`src/rtl/pool_window_feeder.sv`:
```
// Max-pool column source: buffers MAXPOOL_SIZE-1 rows and emits one
// vertical pixel column per accepted pixel once the window is full.
`ifndef FEATURE_WIDTH
`define FEATURE_WIDTH 8
`endif
`ifndef MAXPOOL_SIZE
`define MAXPOOL_SIZE 5
`endif

module pool_window_feeder #(
    parameter int FEATURE_WIDTH = `FEATURE_WIDTH,
    parameter int MAXPOOL_SIZE  = `MAXPOOL_SIZE,
    parameter int MAX_IMG_WIDTH = 64,
    parameter int DIM_WIDTH     = 8
) (
    input  logic                                  DSP_clk,
    input  logic                                  rst_n,
    input  logic                                  start,
    input  logic [DIM_WIDTH-1:0]                  img_width,
    input  logic [DIM_WIDTH-1:0]                  img_height,
    input  logic [FEATURE_WIDTH-1:0]              pixel_in,
    input  logic                                  pixel_valid,
    output logic                                  pixel_ready,
    output logic [FEATURE_WIDTH*MAXPOOL_SIZE-1:0] feature,
    output logic                                  pulse,
    output logic                                  row_first,
    output logic                                  frame_done
);

    localparam int LB_ROWS = MAXPOOL_SIZE - 1;
    localparam int CW      = $clog2(MAX_IMG_WIDTH);

    typedef enum logic [1:0] {
        S_IDLE,
        S_FILL,
        S_STREAM,
        S_DONE
    } state_e;

    state_e state_q, state_d;

    logic [DIM_WIDTH-1:0] wm1_q, wm1_d;
    logic [DIM_WIDTH-1:0] hm1_q, hm1_d;
    logic [DIM_WIDTH-1:0] col_q, col_d;
    logic [DIM_WIDTH-1:0] row_q, row_d;

    logic [FEATURE_WIDTH-1:0] lb_q [LB_ROWS][MAX_IMG_WIDTH];
    logic [FEATURE_WIDTH-1:0] lb_d [LB_ROWS][MAX_IMG_WIDTH];

    logic [FEATURE_WIDTH*MAXPOOL_SIZE-1:0] feature_q, feature_d;
    logic pulse_q, pulse_d;
    logic row_first_q, row_first_d;

    logic          accept;
    logic          dims_ok;
    logic          last_col;
    logic          last_row;
    logic          fill_row;
    logic [CW-1:0] cidx;

    assign pixel_ready = (state_q == S_FILL) || (state_q == S_STREAM);
    assign frame_done  = (state_q == S_DONE);
    assign accept      = pixel_valid && pixel_ready;
    assign cidx        = col_q[CW-1:0];
    assign last_col    = (col_q == wm1_q);
    assign last_row    = (row_q == hm1_q);
    assign fill_row    = (row_q == DIM_WIDTH'(MAXPOOL_SIZE - 2));

    assign dims_ok = (32'(img_width) >= MAXPOOL_SIZE)
                  && (32'(img_width) <= MAX_IMG_WIDTH)
                  && (32'(img_height) >= MAXPOOL_SIZE);

    assign feature   = feature_q;
    assign pulse     = pulse_q;
    assign row_first = row_first_q;

    always_comb begin
        state_d     = state_q;
        wm1_d       = wm1_q;
        hm1_d       = hm1_q;
        col_d       = col_q;
        row_d       = row_q;
        lb_d        = lb_q;
        feature_d   = feature_q;
        pulse_d     = 1'b0;
        row_first_d = 1'b0;

        unique case (state_q)
            S_IDLE: begin
                if (start) begin
                    col_d = '0;
                    row_d = '0;
                    if (dims_ok) begin
                        state_d = S_FILL;
                        wm1_d   = img_width - DIM_WIDTH'(1);
                        hm1_d   = img_height - DIM_WIDTH'(1);
                    end else begin
                        state_d = S_DONE;
                    end
                end
            end
            S_FILL: begin
                if (accept && last_col && fill_row) state_d = S_STREAM;
            end
            S_STREAM: begin
                if (accept && last_col && last_row) state_d = S_DONE;
            end
            S_DONE: state_d = S_IDLE;
            default: state_d = S_IDLE;
        endcase

        if (accept) begin
            col_d = last_col ? '0 : col_q + DIM_WIDTH'(1);
            if (last_col) row_d = row_q + DIM_WIDTH'(1);
            // Shift the column up one row; the newest pixel enters at the bottom
            for (int k = 0; k < LB_ROWS - 1; k++) begin
                lb_d[k][cidx] = lb_q[k+1][cidx];
            end
            lb_d[LB_ROWS-1][cidx] = pixel_in;
            if (state_q == S_STREAM) begin
                pulse_d     = 1'b1;
                row_first_d = (col_q == '0);
                for (int i = 0; i < LB_ROWS; i++) begin
                    feature_d[FEATURE_WIDTH*i +: FEATURE_WIDTH] = lb_q[i][cidx];
                end
                feature_d[FEATURE_WIDTH*LB_ROWS +: FEATURE_WIDTH] = pixel_in;
            end
        end
    end

    always_ff @(posedge DSP_clk or negedge rst_n) begin
        if (!rst_n) begin
            state_q     <= S_IDLE;
            wm1_q       <= '0;
            hm1_q       <= '0;
            col_q       <= '0;
            row_q       <= '0;
            lb_q        <= '{default: '0};
            feature_q   <= '0;
            pulse_q     <= 1'b0;
            row_first_q <= 1'b0;
        end else begin
            state_q     <= state_d;
            wm1_q       <= wm1_d;
            hm1_q       <= hm1_d;
            col_q       <= col_d;
            row_q       <= row_d;
            lb_q        <= lb_d;
            feature_q   <= feature_d;
            pulse_q     <= pulse_d;
            row_first_q <= row_first_d;
        end
    end

endmodule

```
`config.mk`:
```
export PLATFORM = sky130hd
export DESIGN_NAME = pool_window_feeder
export DESIGN_NICKNAME = d
export VERILOG_FILES = /design/src/rtl/pool_window_feeder.sv
export SDC_FILE = /design/constraint.sdc
export NUM_CORES = 2
export LEC_CHECK = 0
export CELL_PAD_IN_SITES_DETAIL_PLACEMENT = 2
export CELL_PAD_IN_SITES_GLOBAL_PLACEMENT = 2
export CORE_MARGIN = 2
export CORE_UTILIZATION = 30
export DETAILED_ROUTE_END_ITERATION = 6
export PLACE_DENSITY = 0.58
export SYNTH_ARGS = -nofsm -noshare
export SYNTH_HDL_FRONTEND = slang
export SYNTH_SLANG_ARGS = --single-unit
```
`constraint.sdc`:
```
create_clock -name DSP_clk -period 4.7 [get_ports DSP_clk]
set_input_delay 0.47 -clock DSP_clk [delete_from_list [all_inputs] [get_ports DSP_clk]]
set_output_delay 0.47 -clock DSP_clk [all_outputs]
set_load 0.01 [all_outputs]
```
# == After elaboration in Yosys (flattened, before gate mapping) ==
# Cells that the tools add are included.
# totals
romBits,0
ff_bits,2124
n_memories,0
latchBits,0
elab_cells,334
out_inout_bits,44
in_bits,28
ramBits,0
# op_classes
muxes,35
n_shift,0
n_reduce_logical,16
n_mul,0
addsub,4
order_cmp,5
n_div,0
eq_ne,9
bitwise,1
# op_table
op,n
$bwmux 512,4
$bmux 8 s6,4
$mux 8,17
$demux 8 s6,1
$add 8x1->8 const B,2
$eq 8x8->1,2
$ge 8x3->1 const B,2
$sub 8x1->8 const B,2
$eq 8x2->1 const B,1
$le 8x7->1 const B,1
$logic_not 8->1,1
$mux 2,4
$pmux 2 s4,1
$ge 7x7->1 const B,1
$logic_and 1x1->1,7
$lt 7x1->1 const B,1
$not 6->7,1
$reduce_and 3->1,2
$eq 2x2->1 const B,2
$mux 1,4
$ne 2x1->1 const B,2
$reduce_and 2->1,2
$reduce_bool 2->1,2
$eq 2x1->1 const B,1
3 further kinds,3

# == Logic depth before layout (Yosys ltp) ==
# depth
word_depth,7
mapped_depth,12
mapped_depth_nobuf,8

# == Least setup slack after synthesis ==
# Ideal clock, no wire load.
# synth_timing
path_kind,register -> register
from,register state_q[0]
to,register state_q[1]
n_path_buf,1
setup_slack_ns,2.424
synth_period_minus_slack_ns,2.276
required_ns,4.621
setup_ns,0.079
stages_incl_launch_ff,9
t_arrival_ns,2.197
cell_sequence,dfrtp_1 inv_1 ha_1 nand2_1 or3_1 clkbuf_1 or3_1 a21oi_2 mux2i_1
# synth_between
elab_chain_len,7
word_cells_on_any_way,14
cone_classes,6 x eq/ne; 1 x mux; 7 x reduce/logical
# synth_lines
element,line,rtl
start: declaration,40,"state_e state_q, state_d;"
start signal: assignment,143,state_q <= state_d;
$eq 2x1->1 / $eq 2x2->1 (equally long branches),61,assign pixel_ready = (state_q == S_FILL) || (state_q == S_STREAM);
$logic_or 1x1->1 (*),61,
via pixel_ready,23,"output logic pixel_ready,"
$logic_and 1x1->1 (*),63,assign accept = pixel_valid && pixel_ready;
$logic_and 1x1->1 (*),"103, 106",
$logic_and 1x1->1 (on tied branches),"106, 103",
$ne 2x1->1 (no source line),n/a,
$reduce_and 3->1 (no source line) (*),n/a,
# Mark *: on every way through the listed nets, which the timed path passes. The rest lies on a longest branch.
# A chain may end at the register's enable or synchronous reset.

# == Worst setup path in the final report ==
# layout_timing
from,register col_q[0]
to,register lb_q[1051] in the netlist's numbering
# layout_between
elab_chain_len,6
word_cells_on_any_way,10
cone_classes,2 x order compare; 6 x mux; 1 x bitwise; 1 x reduce/logical
# layout_lines
element,line,rtl
start: declaration,44,"logic [DIM_WIDTH-1:0] col_q, col_d;"
start signal: assignment,146,col_q <= col_d;
$not 6->7 (not written as such) (*),117,lb_d[k][cidx] = lb_q[k+1][cidx];
$ge 7x7->1 (not written as such) / $lt 7x1->1 (equally long branches),117,
$logic_and 1x1->1 (not written as such),117,
$mux 8 (not written as such),117,
$demux 8 s6,117,
$bwmux 512 (*),117,
end signal: assignment,148,lb_q <= lb_d;
end: declaration,47,logic [FEATURE_WIDTH-1:0] lb_q [LB_ROWS][MAX_IMG_WIDTH];
# Mark *: on every way between the ends. The rest lies on a longest branch, timed or not. The select of a mux whose other input is x is not followed.

==> flow_summary.toml <==
[grt]
antenna_found_initial = 15
grt_pass1_wl_um = 529300
grt-ovfl-total = 0
grt_pass1_vias = 77424
grt_usage_pct = 22.14
grt_start_max_net_pins = 148

[cts]
cts_sinks = 2124
cts_tree = "built"
cts_setup_buffers = 0
cts.clk_slew.worst_paths_ns = 0.06
cts-root-buf = "clkbuf_16"
cts_buffers = 262
insertion_delay_ns = 0.91
cts_max_level = 5
ctsResizeCount = 0
hold_buffers = 1
clockBufferDepth = 4

[sta]
fmax_mhz = 230.5
finalWorstSetupSlack_ns = 0.3620
fin_crit_ns = 4.338
slew_viol_final = 0
fin_setup_tns_ns = 0
relSlewSlack_pct = 26.21
layout_worst_path_cycle_share_pct = 92.30
fin_worst_skew_ns = 0.06277
setup_violations = 0
rsz0062_at_grt = "false"
hold_viol = 0
tightest_slew_ns = 1.107
hold_slack_ns = 0.2289

[die]
die_h_um = 565.2
rows = 206
die_area_um2 = 319400
core_area_um2 = 314200
num_io_pins = 72
die_x_um = 565.2
start_util_pct = 30.07

[power]
seq_power_share_pct = 32.9
total_leakage_power_nw = 49.46
ir_worst_vdd_mv = 0.5878
power.density_nw_per_um2 = 582.6
p_switching_w = 0.02538
sw_frac_of_total_pct = 39.78
p_comb_share_pct = 36.2
internal_power_w = 0.03843
p_clk_share_pct = 31.0

[synthesis]
synth_area_leader_cell = "dfrtp_1"
synth-edff-count = 0
synth_seq_area_share_pct = 56.26
async_flop_share_pct = 100.0
syn_nets = 8819
syn-mean-instance-area_um2 = 10.76
syn_inst = 8780
synth.most_common_cell = "dfrtp_1"
ys.flop_type = "dfrtp_1"
ys_warn_count = 0
netlist.area_leader.share_pct = 56.26
synthDistinctLibCells = 55
ys_ff_latch = 2124
netlist_area_um2 = 94470
synth_area_leaders = "dfrtp_1 56%, mux2i_1 9.7%, a21oi_1 7.9%, nor2_1 6.1%, mux2_2 6.1%"
ys_top_cells_by_count = "2124 x dfrtp_1, 1538 x nor2_1, 1487 x a21oi_1, 913 x mux2i_1, 537 x buf_2"

[setup_path]
cp.depth = 9
crit_top_cell = "buf_12"
ff2ff_path_depth = 9
end_kind = "flop"
cp_top_family = "simple AND/OR/NAND/NOR gates"
path_cells = "buf_12, buf_12, mux2i_1, a22oi_1, nand3_1, nand4_1, nor2_4, buf_4, o21ai_0"
critPathArrivalTime_ns = 5.04
path_buf_inv = 3
path_class = "flop to flop"
worst_path_largest_cell_delay_ns = 1.04
cp_max_fo = 38
start_kind = "flop"
critPathSlowestCell = "dfrtp_4"
worstPathRequired_ns = 5.41

[layout]
nNetsFinal = 8632
area_growth_pct = 15.94
drive_above_1_share_pct = 16.12

[detailed_routing]
drtIter0Drc = 3945
drcViolationCount = 0
vias = 69391
wirelength_um = 353800
firstDrtPassIters = 5
wl_met1_um = 163900
detail_route.vias_per_cell = 5.363
met2_length_um = 170100
met3_length_um = 11980
dr.max_layer_used = "met5"
ant_nets = 0
routedWlPerCell_um = 27.34

[run_status]
status = "complete, no violations"

[job]
maxCapViolCount = 0

[min_path]
min_path_type = "primary input to asynchronous set/reset pin"

[placement]
dp_hpwl_um = 217300
dp_slack_ns = 0.3795
gp_congestion = 0.7620
portBuffers = 71
layer usage:
metal	GRT usage [%]	vias to the layer above
met5	0	-
met4	4.970	4
met3	2.814	434
met2	37.13	1007
met1	30.39	37721
li1	-	30225
sequential cells by signal (all words and copies together), names as in the netlist:
signal	count
hm1_q	8
wm1_q	8
row_first	1
col_q	8
row_q	8
state_q	2
pulse	1
lb_q	2048
feature	40
final timing paths:
kind	start	slack, ns	endpoint
max in group asynchronous	rst_n	2.81	lb_q[630]$_DFFE_PN0P_
hold reg to reg	lb_q[1035]$_DFFE_PN0P_	0.48	lb_q[1035]$_DFFE_PN0P_
setup / recovery	col_q[0]$_DFFE_PN0P_	0.36	lb_q[1051]$_DFFE_PN0P_
min in group DSP_clk	pixel_in[3]	0.29	feature[35]$_DFFE_PN0P_
setup reg to reg	col_q[0]$_DFFE_PN0P_	0.36	lb_q[1051]$_DFFE_PN0P_
hold / removal	rst_n	0.23	lb_q[7]$_DFFE_PN0P_
worst register-to-register path: cells and delay by family, from the launching register on:
kind	cells	cell delay (ns)
buffers and inverters	3	1.16
DFF	1	1.04
and+or+nand+nor	3	1.35
muxes	1	0.31
AOI/OAI and AO/OA	2	0.29
stage by stage:
step	instances	total power (W)	area [µm²]	util [%]
after global routing	12938	0.06683	109500	34.86
after CTS	12937	0.06466	109500	34.86
after floorplan	8780	0.03415	94470	-
final	12939	0.06381	109500	34.86
after global placement	12488	0.04389	101300	32.24
after detailed placement	12488	0.04450	101300	32.24
power groups by stage:
| stage | clock network (W) | registers (W) | logic (W) |
|---|---|---|---|
| floorplan | 0 | 0.0208 | 0.0133 |
| global placement | 0 | 0.0212 | 0.0227 |
| detailed placement | 0 | 0.0213 | 0.0232 |
| CTS | 0.0204 | 0.0210 | 0.0233 |
| global route | 0.0211 | 0.0212 | 0.0246 |
| finish | 0.0198 | 0.0210 | 0.0231 |
cell usage in the layout, fill, tap and decap left out, types with 7 or more instances in the layout:
cell,instances
a22oi_1,419
o22ai_1,10
clkbuf_8,47
buf_12,146
mux2i_1,913
clkbuf_1,82
buf_2,8
nor2_1,1454
nor2_4,86
ha_1,11
clkinv_2,26
inv_1,11
o21ai_0,158
inv_6,9
nand4_1,65
clkdlybuf4s50_1,62
mux4_2,60
buf_4,209
xnor2_1,23
mux2_2,512
dfrtp_1,2121
clkbuf_16,271
a31oi_1,7
a21oi_1,1487
nand3_1,241
nand2_1,233
layout make-up:
| cell class | instances | area [µm²] |
|---|---|---|
| inverters | 14 | 52.55 |
| fillers | 32771 | 204700 |
| diodes | 2 | 5.005 |
| multi-input cells | 5764 | 37710 |
| repair buffers | 427 | 5190 |
| flip-flops and latches | 2124 | 53160 |
| clock buffers | 400 | 7736 |
| clock inverters | 48 | 464.2 |
| well taps | 4160 | 5205 |
logic make-up (layout without fill, tap and decap cells):
family | Yosys count | in the layout | synth area share [%]
AOI/OAI and AO/OA | 2109 | 2109 | 12.41
xor gates and xnor gates | 26 | 26 | 0.2411
adders and majority gates | 11 | 11 | 0.1457
buffers and inverters | 892 | 889 | 4.609
DFF | 2124 | 2124 | 56.26
muxes | 1485 | 1485 | 17.21
other | 0 | 2 | 0
and+or+nand+nor | 2133 | 2133 | 9.123
No activity file was read; power rests on OpenSTA's default activity.
